$ cat src/rtl/sdram_pattern_tester.sv
// Self-checking SDRAM traffic generator: writes P(a) = a ^ seed over a range, reads it back and
// compares every word. Sits on the controller's host command port in the m_clock domain.
module sdram_pattern_tester #(
  parameter int ADDR_W  = 24,
  parameter int DATA_W  = 16,
  parameter int MAX_OUT = 4,
  parameter int TIMEOUT = 1023
) (
  input  logic              m_clock,
  input  logic              p_reset,
  input  logic              start,
  input  logic [ADDR_W-1:0] base_addr,
  input  logic [ADDR_W-1:0] len,
  input  logic [DATA_W-1:0] seed,
  output logic              cmd_valid,
  input  logic              cmd_ready,
  output logic              cmd_write,
  output logic [ADDR_W-1:0] cmd_addr,
  output logic [DATA_W-1:0] cmd_wdata,
  input  logic              rd_valid,
  input  logic [DATA_W-1:0] rd_data,
  output logic              busy,
  output logic              done,
  output logic              pass,
  output logic              timeout,
  output logic [15:0]       err_count,
  output logic [ADDR_W-1:0] first_err_addr
);

  localparam int TW = $clog2(TIMEOUT + 1);

  localparam logic [2:0] S_IDLE  = 3'd0;
  localparam logic [2:0] S_WRITE = 3'd1;
  localparam logic [2:0] S_READ  = 3'd2;
  localparam logic [2:0] S_DRAIN = 3'd3;
  localparam logic [2:0] S_DONE  = 3'd4;

  localparam logic [ADDR_W-1:0] ONE_A     = ADDR_W'(1);
  localparam logic [TW-1:0]     ONE_T     = TW'(1);
  localparam logic [TW-1:0]     TMO_C     = TW'(TIMEOUT);
  localparam logic [3:0]        MAX_OUT_C = 4'(MAX_OUT);

  // Size cast truncates or zero-extends the address to the data width.
  function automatic logic [DATA_W-1:0] pat(input logic [ADDR_W-1:0] a,
                                            input logic [DATA_W-1:0] s);
    return DATA_W'(a) ^ s;
  endfunction

  logic [2:0]        state_q, state_d;
  logic [ADDR_W-1:0] base_q, base_d, len_q, len_d;
  logic [DATA_W-1:0] seed_q, seed_d;
  logic [ADDR_W-1:0] wr_q, wr_d, rd_q, rd_d, chk_q, chk_d;
  logic [3:0]        out_q, out_d;
  logic [TW-1:0]     tmo_q, tmo_d;
  logic              cmd_valid_q, cmd_valid_d, cmd_write_q, cmd_write_d;
  logic [ADDR_W-1:0] cmd_addr_q, cmd_addr_d;
  logic [DATA_W-1:0] cmd_wdata_q, cmd_wdata_d;
  logic              done_q, done_d, pass_q, pass_d, timeout_q, timeout_d;
  logic [15:0]       err_q, err_d;
  logic [ADDR_W-1:0] ferr_q, ferr_d;
  logic              hs, rdv, active;

  always_comb begin
    state_d     = state_q;
    base_d      = base_q;
    len_d       = len_q;
    seed_d      = seed_q;
    wr_d        = wr_q;
    rd_d        = rd_q;
    chk_d       = chk_q;
    out_d       = out_q;
    tmo_d       = tmo_q;
    cmd_valid_d = cmd_valid_q;
    cmd_write_d = cmd_write_q;
    cmd_addr_d  = cmd_addr_q;
    cmd_wdata_d = cmd_wdata_q;
    done_d      = done_q;
    pass_d      = pass_q;
    timeout_d   = timeout_q;
    err_d       = err_q;
    ferr_d      = ferr_q;

    hs     = cmd_valid_q & cmd_ready;
    active = (state_q == S_WRITE) || (state_q == S_READ) || (state_q == S_DRAIN);
    rdv    = rd_valid & ((state_q == S_READ) || (state_q == S_DRAIN));

    // Read-back checking runs alongside issue in READ and after it in DRAIN.
    if (rdv) begin
      if (rd_data != pat(base_q + chk_q, seed_q)) begin
        if (err_q != 16'hFFFF) err_d = err_q + 16'd1;
        if (err_q == 16'd0)    ferr_d = base_q + chk_q;
      end
      chk_d = chk_q + ONE_A;
      if (out_q != 4'd0) out_d = out_q - 4'd1;
    end

    case (state_q)
      S_IDLE, S_DONE: begin
        if (start) begin
          base_d    = base_addr;
          len_d     = len;
          seed_d    = seed;
          err_d     = 16'd0;
          ferr_d    = '0;
          timeout_d = 1'b0;
          wr_d      = '0;
          rd_d      = '0;
          chk_d     = '0;
          out_d     = 4'd0;
          tmo_d     = '0;
          if (len == '0) begin
            state_d     = S_DONE;
            done_d      = 1'b1;
            pass_d      = 1'b1;
            cmd_valid_d = 1'b0;
          end else begin
            state_d     = S_WRITE;
            done_d      = 1'b0;
            pass_d      = 1'b0;
            cmd_valid_d = 1'b1;
            cmd_write_d = 1'b1;
            cmd_addr_d  = base_addr;
            cmd_wdata_d = pat(base_addr, seed);
          end
        end
      end
      S_WRITE: begin
        if (hs) begin
          wr_d = wr_q + ONE_A;
          if (wr_q == len_q - ONE_A) begin
            // First read goes out right behind the last write.
            state_d     = S_READ;
            cmd_write_d = 1'b0;
            cmd_addr_d  = base_q;
            cmd_valid_d = 1'b1;
          end else begin
            cmd_addr_d  = base_q + wr_q + ONE_A;
            cmd_wdata_d = pat(base_q + wr_q + ONE_A, seed_q);
          end
        end
      end
      S_READ: begin
        if (hs) begin
          rd_d  = rd_q + ONE_A;
          out_d = out_d + 4'd1;
        end
        if (rd_d == len_q) begin
          state_d     = S_DRAIN;
          cmd_valid_d = 1'b0;
        end else if (!cmd_valid_q || hs) begin
          cmd_valid_d = (out_d < MAX_OUT_C);
          cmd_addr_d  = base_q + rd_d;
        end
      end
      S_DRAIN: begin
        if (chk_q == len_q) begin
          state_d = S_DONE;
          done_d  = 1'b1;
          pass_d  = (err_d == 16'd0);
        end
      end
      default: state_d = S_IDLE;
    endcase

    // Progress watchdog: abort when neither a command nor read data moves.
    if (active) begin
      if (hs || rdv) begin
        tmo_d = '0;
      end else if (tmo_q + ONE_T == TMO_C) begin
        tmo_d       = '0;
        timeout_d   = 1'b1;
        cmd_valid_d = 1'b0;
        state_d     = S_DONE;
        done_d      = 1'b1;
        pass_d      = 1'b0;
      end else begin
        tmo_d = tmo_q + ONE_T;
      end
    end
  end

  always_ff @(posedge m_clock or negedge p_reset) begin
    if (!p_reset) begin
      state_q     <= S_IDLE;
      base_q      <= '0;
      len_q       <= '0;
      seed_q      <= '0;
      wr_q        <= '0;
      rd_q        <= '0;
      chk_q       <= '0;
      out_q       <= 4'd0;
      tmo_q       <= '0;
      cmd_valid_q <= 1'b0;
      cmd_write_q <= 1'b0;
      cmd_addr_q  <= '0;
      cmd_wdata_q <= '0;
      done_q      <= 1'b0;
      pass_q      <= 1'b0;
      timeout_q   <= 1'b0;
      err_q       <= 16'd0;
      ferr_q      <= '0;
    end else begin
      state_q     <= state_d;
      base_q      <= base_d;
      len_q       <= len_d;
      seed_q      <= seed_d;
      wr_q        <= wr_d;
      rd_q        <= rd_d;
      chk_q       <= chk_d;
      out_q       <= out_d;
      tmo_q       <= tmo_d;
      cmd_valid_q <= cmd_valid_d;
      cmd_write_q <= cmd_write_d;
      cmd_addr_q  <= cmd_addr_d;
      cmd_wdata_q <= cmd_wdata_d;
      done_q      <= done_d;
      pass_q      <= pass_d;
      timeout_q   <= timeout_d;
      err_q       <= err_d;
      ferr_q      <= ferr_d;
    end
  end

  assign cmd_valid      = cmd_valid_q;
  assign cmd_write      = cmd_write_q;
  assign cmd_addr       = cmd_addr_q;
  assign cmd_wdata      = cmd_wdata_q;
  assign busy           = (state_q == S_WRITE) || (state_q == S_READ) || (state_q == S_DRAIN);
  assign done           = done_q;
  assign pass           = pass_q;
  assign timeout        = timeout_q;
  assign err_count      = err_q;
  assign first_err_addr = ferr_q;

endmodule

$ cat config.mk
export PLATFORM = sky130hd
export DESIGN_NAME = sdram_pattern_tester
export DESIGN_NICKNAME = d
export VERILOG_FILES = /design/src/rtl/sdram_pattern_tester.sv
export SDC_FILE = /design/constraint.sdc
export NUM_CORES = 1
export LEC_CHECK = 0
export BUFFER_PORTS_ARGS = -buffer_cell sky130_fd_sc_hd__buf_2
export CAP_MARGIN = 20
export CORE_ASPECT_RATIO = 0.8
export CORE_UTILIZATION = 57
export CTS_CLUSTER_DIAMETER = 100
export DETAILED_ROUTE_END_ITERATION = 12
export GPL_ROUTABILITY_DRIVEN = 1
export PLACE_DENSITY = 0.86
export SLEW_MARGIN = 20
export SYNTH_ARGS = -nofsm -noshare
export SYNTH_HDL_FRONTEND = slang
export SYNTH_SLANG_ARGS = --single-unit
$ cat constraint.sdc
create_clock -name m_clock -period 5.2 [get_ports m_clock]
set_input_delay 1.04 -clock m_clock [delete_from_list [all_inputs] [get_ports m_clock]]
set_output_delay 1.04 -clock m_clock [all_outputs]
set_load 0.005 [all_outputs]
==> run metrics, run 1 <==
status finished clean; Initial Utilization 57.8%; critical path data arrival time 5.21 ns; post-CTS setup buffer count 0; final count of pins violating max slew 0; First-pass DRT Iterations 6; synth cell count leaders 362 x nand2_1, 238 x dfrtp_1, 158 x nor2_1, 155 x xnor2_1, 125 x o21ai_0; worst-path cell chain ha_1 > mux2i_1 > inv_1 > ha_1 > a21o_1 > a21o_1 > a2111oi_0 > o31ai_1 > o21ai_0 > a31oi_1 > or3_1 > nand4_1 > mux2i_1 > a2111oi_0 > a2bb2oi_1; TritonCTS clock tree built; first-pass GRT wire length 86,400 um; die width 198 um; gr ovfl total 0; number of routed nets with antenna violations 0; switching power 3.71 mW; final setup violation count 0; Num CTS Buffers 26; vias in the first global route 15.7k; fin crit share 91.9%; Final GP Congestion 0.991; Pwr Density 465 mW/mm^2; Boundary Pins 171; vias 16.8k; switching portion of total power 40.5%; Comb pwr share 39.7%; Synth area leader dfrtp_1; Die Area 0.0315 mm^2; Post-synth EDFFs 0; Synth-to-Final Area Change 12.6%; number of antenna violations at the first check in global routing 0; Least-Margin Pin Slew 1.08 ns; Synth Flop Type dfrtp_1; Tot Pwr 9.18 mW; Final Hold Fails 0; wire per inst 21.1 um; clock latency on the worst-skew pair 0.57 ns; slowest CP cell a2111oi_0; Mapped Cells 2,092; Avg Cell Area, Syn 8.38 um^2; Final Critical Period 4.78 ns; crit path capture type register; most frequent cell after synthesis nand2_1; largest net degree at the start of global routing 102; Pint 5.46 mW; fmax 0.209 GHz; Max-cap violations 0; dpl ws 0.0999 ns; Worst VDD drop 0.341 mV; Reg2Reg Depth 15; Bufs on Longest Clock Path 3; Floorplan Core Area 0.0303 mm^2; Reg power frac 35.2%; Starting DRT DRC Count 2,022; Yosys Warn Count 0; hold path cells 1; clk slew on worst S/H paths 0.07 ns; Die H 159 um; Mapped Area 0.0175 mm^2; htree depth 1; Post-synth ARST share 100%; Lkg Pwr 9.52 nW; nets 2,377; row cnt 57; CTS Sinks 238; drt drc 0; Synth top area share 34.0%; root buffer cell clkbuf_16; CP startpoint kind register; CTS-repair resized insts 0; clock group share of total power 25.1%; Clock Skews 0.0168 ns; Hold Crit Class register to register; RSZ-0062 raised after global routing no; share of cells above drive strength 1 13.4%; Post-Syn Nets 2,259; setup tns final 0 ns; Port Buf Inserts 170; Synth cell types 86; vias per cell 6.35; kind of critical path register to register; final setup margin 0.423 ns; Post-DP HPWL 40,900 um; CP max stage delay 0.76 ns; Worst Path Required 5.63 ns; top post-synthesis cells by area dfrtp_1 34%, nand2_1 7.8%, xnor2_1 7.7%; # hold bufs at CTS 0; Seq/Total Area, Yosys 34.0%; #FFs+latches synth 238; ant diodes 0; total track usage 35.1%; WL final 55,800 um; worst rel slew slack 27.5%; Critical Path Fanout Max 7
[per-layer routing]
layer / vias up / GRT usage, % / wire length (um)
met2: 945 / 53.4 / 24800
met3: 166 / 6.80 / 5600
met4: 0 / 12.9 / 2150
li1: 7600 / - / -
met1: 8082 / 49.3 / 23200
met5: - / 0 / 0
[area by class of cell]
type	instances	area, um^2
clock inverter	15	309
clock buffer	33	748
timing repair buffer	195	1070
fill	2501	10600
tap	413	517
multi-input combinational	1687	10900
sequential	238	5960
inverter	62	233
[sequential cells by signal, indices dropped and copies added (netlist names), 3 cells and up]
| register | cells |
|---|---|
| seed_q | 16 |
| len_q | 24 |
| state_q | 3 |
| tmo_q | 10 |
| rd_q | 24 |
| out_q | 4 |
| wr_q | 24 |
| base_q | 24 |
| err_count | 16 |
| cmd_wdata | 16 |
| chk_q | 24 |
| cmd_addr | 24 |
| first_err_addr | 24 |
[worst paths after layout]
kind                                startpoint                           end  slack [ns]
setup reg to reg           rd_q[0]$_DFFE_PN0P_      cmd_addr[23]$_DFFE_PN0P_        0.42
hold / removal               timeout$_DFF_PN0_             timeout$_DFF_PN0_        0.48
setup / recovery           rd_q[0]$_DFFE_PN0P_      cmd_addr[23]$_DFFE_PN0P_        0.42
min in group asynchronous              p_reset  first_err_addr[12]$_DFF_PN0_        0.54
hold reg to reg              timeout$_DFF_PN0_             timeout$_DFF_PN0_        0.48
max in group asynchronous              p_reset       cmd_addr[4]$_DFFE_PN0P_        3.61
[critical path: cells and delay by family, from the launching register on]
family          cells  cell delay [ns]
flops               1             0.48
fa+ha+maj           2             0.64
mux                 2             0.37
simple gates        2             0.54
buf+inv             1             0.08
compound gates      8             2.53
[logic make-up (layout without fill, tap and decap cells)]
kind of cell | Yosys count | count (layout) | share of synthesized area [%]
buffers and inverters | 167 | 305 | 3.89
AOI/OAI and AO/OA | 436 | 436 | 16.1
adders and majority gates | 82 | 82 | 5.98
and+or+nand+nor | 844 | 844 | 22.7
muxes | 49 | 49 | 3.18
DFF | 238 | 238 | 34.0
xor gates and xnor gates | 276 | 276 | 14.2
[placed cells by master (no fill, tap or decap), types with 19 or more instances in the layout]
master	count
a21o_1	28
a21oi_1	96
a221oi_1	19
a31oi_1	23
and3_1	33
buf_2	169
buf_4	23
clkbuf_16	27
dfrtp_1	238
ha_1	79
inv_1	62
mux2i_1	25
nand2_1	361
nand3_1	61
nand4_1	40
nor2_1	158
nor3_1	38
nor4_1	25
o21ai_0	125
or3_1	24
xnor2_1	155
xor2_1	116
[power groups by stage]
stage                     clock network [mW]  logic (mW)  registers, mW
after floorplan                            0        2.84           2.65
after global placement                     0        3.42           3.18
after detailed placement                   0        3.56           3.19
after CTS                               2.30        3.60           3.17
after global routing                    2.38        3.98           3.23
final                                   2.30        3.64           3.23
[metrics by stage]
step	util [%]	instance area (um^2)	instances	hold WS [ns]
finish	65.1	19700	2643	0.479
global placement	61.6	18700	2595	0.462
CTS	65.1	19700	2643	0.482
floorplan	-	17500	2092	0.467
global route	65.1	19700	2643	0.490
detailed placement	61.6	18700	2595	0.468
Power figures use the tool's default switching activity.
==> run 2: changes to the inputs <==
--- a/config.mk
+++ b/config.mk
@@ -12,7 +12,7 @@
 export CTS_CLUSTER_DIAMETER = 100
 export DETAILED_ROUTE_END_ITERATION = 12
 export GPL_ROUTABILITY_DRIVEN = 1
-export PLACE_DENSITY = 0.86
+export PLACE_DENSITY = 0.77
 export SLEW_MARGIN = 20
 export SYNTH_ARGS = -nofsm -noshare
 export SYNTH_HDL_FRONTEND = slang
==> constraint.sdc (replaced) <==
create_clock -name m_clock -period 5.2 [get_ports m_clock]
set_input_delay 1.04 -clock m_clock [delete_from_list [all_inputs] [get_ports m_clock]]
set_output_delay 1.04 -clock m_clock [all_outputs]
set_load 0.05 [all_outputs]
==> run metrics, run 2 (same netlist as run 1, synthesis figures left out) <==
status finished clean; number of antenna violations at the first check in global routing 4 (+4); TritonCTS clock tree built; fmax 0.219 GHz (+4.6%); Max-cap violations 0 (unchanged); Initial Utilization 57.8% (unchanged); Post-DP HPWL 40,900 um (-0.12%); Least-Margin Pin Slew 1.08 ns (-0.0000638 ns); CTS-repair resized insts 0 (unchanged); leading cell types in the layout, fill and taps excluded 361 x nand2_1, 238 x dfrtp_1, 169 x buf_2; worst rel slew slack 27.7% (+0.25 points); # hold bufs at CTS 0 (unchanged); Inst Count DP 2,597 (+0.077%); Num CTS Buffers 27 (+3.8%); Lkg Pwr 9.45 nW (-0.72%); vias 16.6k (-1.4%); setup tns final 0 ns (unchanged); Floorplan Core Area 0.0303 mm^2 (unchanged); most common cell after layout, fill and taps aside nand2_1; Die Area 0.0315 mm^2 (unchanged); clk slew on worst S/H paths 0.06 ns (about the same); RSZ-0062 raised after global routing no; final count of pins violating max slew 0 (unchanged); Register Area 0.00596 mm^2 (unchanged); Finished Layout Cells 2,646 (+0.11%); Filler cells 2,610 (+4.4%); vias per cell 6.26 (-1.5%); number of routed nets with antenna violations 0 (unchanged); Worst VDD drop 0.368 mV (+8.1%); clock latency on the worst-skew pair 0.57 ns (about the same); post-CTS setup buffer count 0 (unchanged); Final Critical Period 4.57 ns (-0.210 ns); nets 2,380 (+0.13%); Die H 159 um (unchanged); Boundary Pins 171 (unchanged); fin crit share 87.8% (-4.0 points); CP startpoint kind register; Clock Skews 0.0257 ns (+0.00890 ns); Bufs on Longest Clock Path 3 (unchanged); Critical Path Fanout Max 7 (unchanged); gr ovfl total 0 (unchanged); vias in the first global route 15.4k (-2.2%); drt drc 0 (unchanged); wire per inst 20.9 um (-0.84%); kind of critical path register to register; htree depth 1 (unchanged); Pwr Density 479 mW/mm^2 (+3.1%); multi-input logic area 0.0109 mm^2 (about the same); root buffer cell clkbuf_16; crit path capture type register; final setup violation count 0 (unchanged); Synth-to-Final Area Change 11.7%; First-pass DRT Iterations 6 (unchanged); Port Buf Inserts 170 (unchanged); critical path data arrival time 4.98 ns (-0.23 ns); Starting DRT DRC Count 1,735 (-14%); Final GP Congestion 0.977 (-1.5%); Final Hold Fails 0 (unchanged); Tot Pwr 9.38 mW (+2.2%); WL final 55,400 um (-0.73%); CTS Sinks 238 (unchanged); total track usage 35.0% (-0.039 points); row cnt 57 (unchanged); die width 198 um (unchanged); Worst Path Required 5.61 ns (-0.02 ns); share of cells above drive strength 1 13.2% (-0.19 points); largest net degree at the start of global routing 114 (+12%); Hold Crit Class register to register; setup slack, reg-to-reg 0.63 ns (+0.21 ns); first-pass GRT wire length 85,800 um (-0.67%)
-- run 2: layout make-up --
class                           instances  area share (%)
Multi-Input combinational cell       1687            55.7
Sequential cell                       238            30.4
Timing Repair Buffer                  197            5.56
Clock buffer                           40            4.01
Tap cell                              413            2.64
Inverter                               62            1.19
Clock inverter                          7           0.454
Antenna cell                            2          0.0256
-- run 2: worst paths after layout --
path                                         start                          end  cells past startpoint
setup / recovery               rd_q[0]$_DFFE_PN0P_     cmd_addr[23]$_DFFE_PN0P_                     15
hold / removal             cmd_addr[4]$_DFFE_PN0P_      cmd_addr[4]$_DFFE_PN0P_                      2
setup reg to reg               rd_q[0]$_DFFE_PN0P_     cmd_addr[23]$_DFFE_PN0P_                     15
hold reg to reg            cmd_addr[4]$_DFFE_PN0P_      cmd_addr[4]$_DFFE_PN0P_                      2
max in group asynchronous                  p_reset         tmo_q[5]$_DFFE_PN0P_                      2
min in group asynchronous                  p_reset  first_err_addr[9]$_DFF_PN0_                      1
-- run 2: metal layers --
layer  track usage (%)  vias up  share of wire, %
met2              53.3      829                44
met5                 0        -                 0
met4              14.0        0               4.4
li1                  -     7589                 -
met3              7.54      164               9.9
met1              48.3     7984                42
-- run 2: critical path: stages, from the launching register on --
cell       delay (ns)
dfrtp_1          0.47
ha_1             0.36
mux2i_1          0.26
inv_1            0.09
ha_1             0.28
a21o_1           0.19
a21o_1           0.21
a2111oi_0        0.69
o31ai_1          0.27
o21ai_0          0.29
a31oi_1          0.18
or3_1            0.41
nand4_1          0.12
mux2i_1          0.08
a2111oi_0        0.37
a2bb2oi_1        0.13
-- run 2: where the power goes --
part	internal, mW	switching [mW]	leakage, nW
sequential	2.28	0.888	3.13
combinational	1.73	2.55	5.89
clock	1.13	0.798	0.433
-- run 2: metrics by stage --
stage	worst slack (ns)	hold slack [ns]	util, %	area (um^2)
after floorplan	0.820	0.467	-	17500
after global placement	0.274	0.460	61.7	18700
after detailed placement	0.232	0.465	61.7	18700
after CTS	0.721	0.479	64.6	19600
after global routing	0.303	0.491	64.6	19600
final	0.633	0.473	64.6	19600
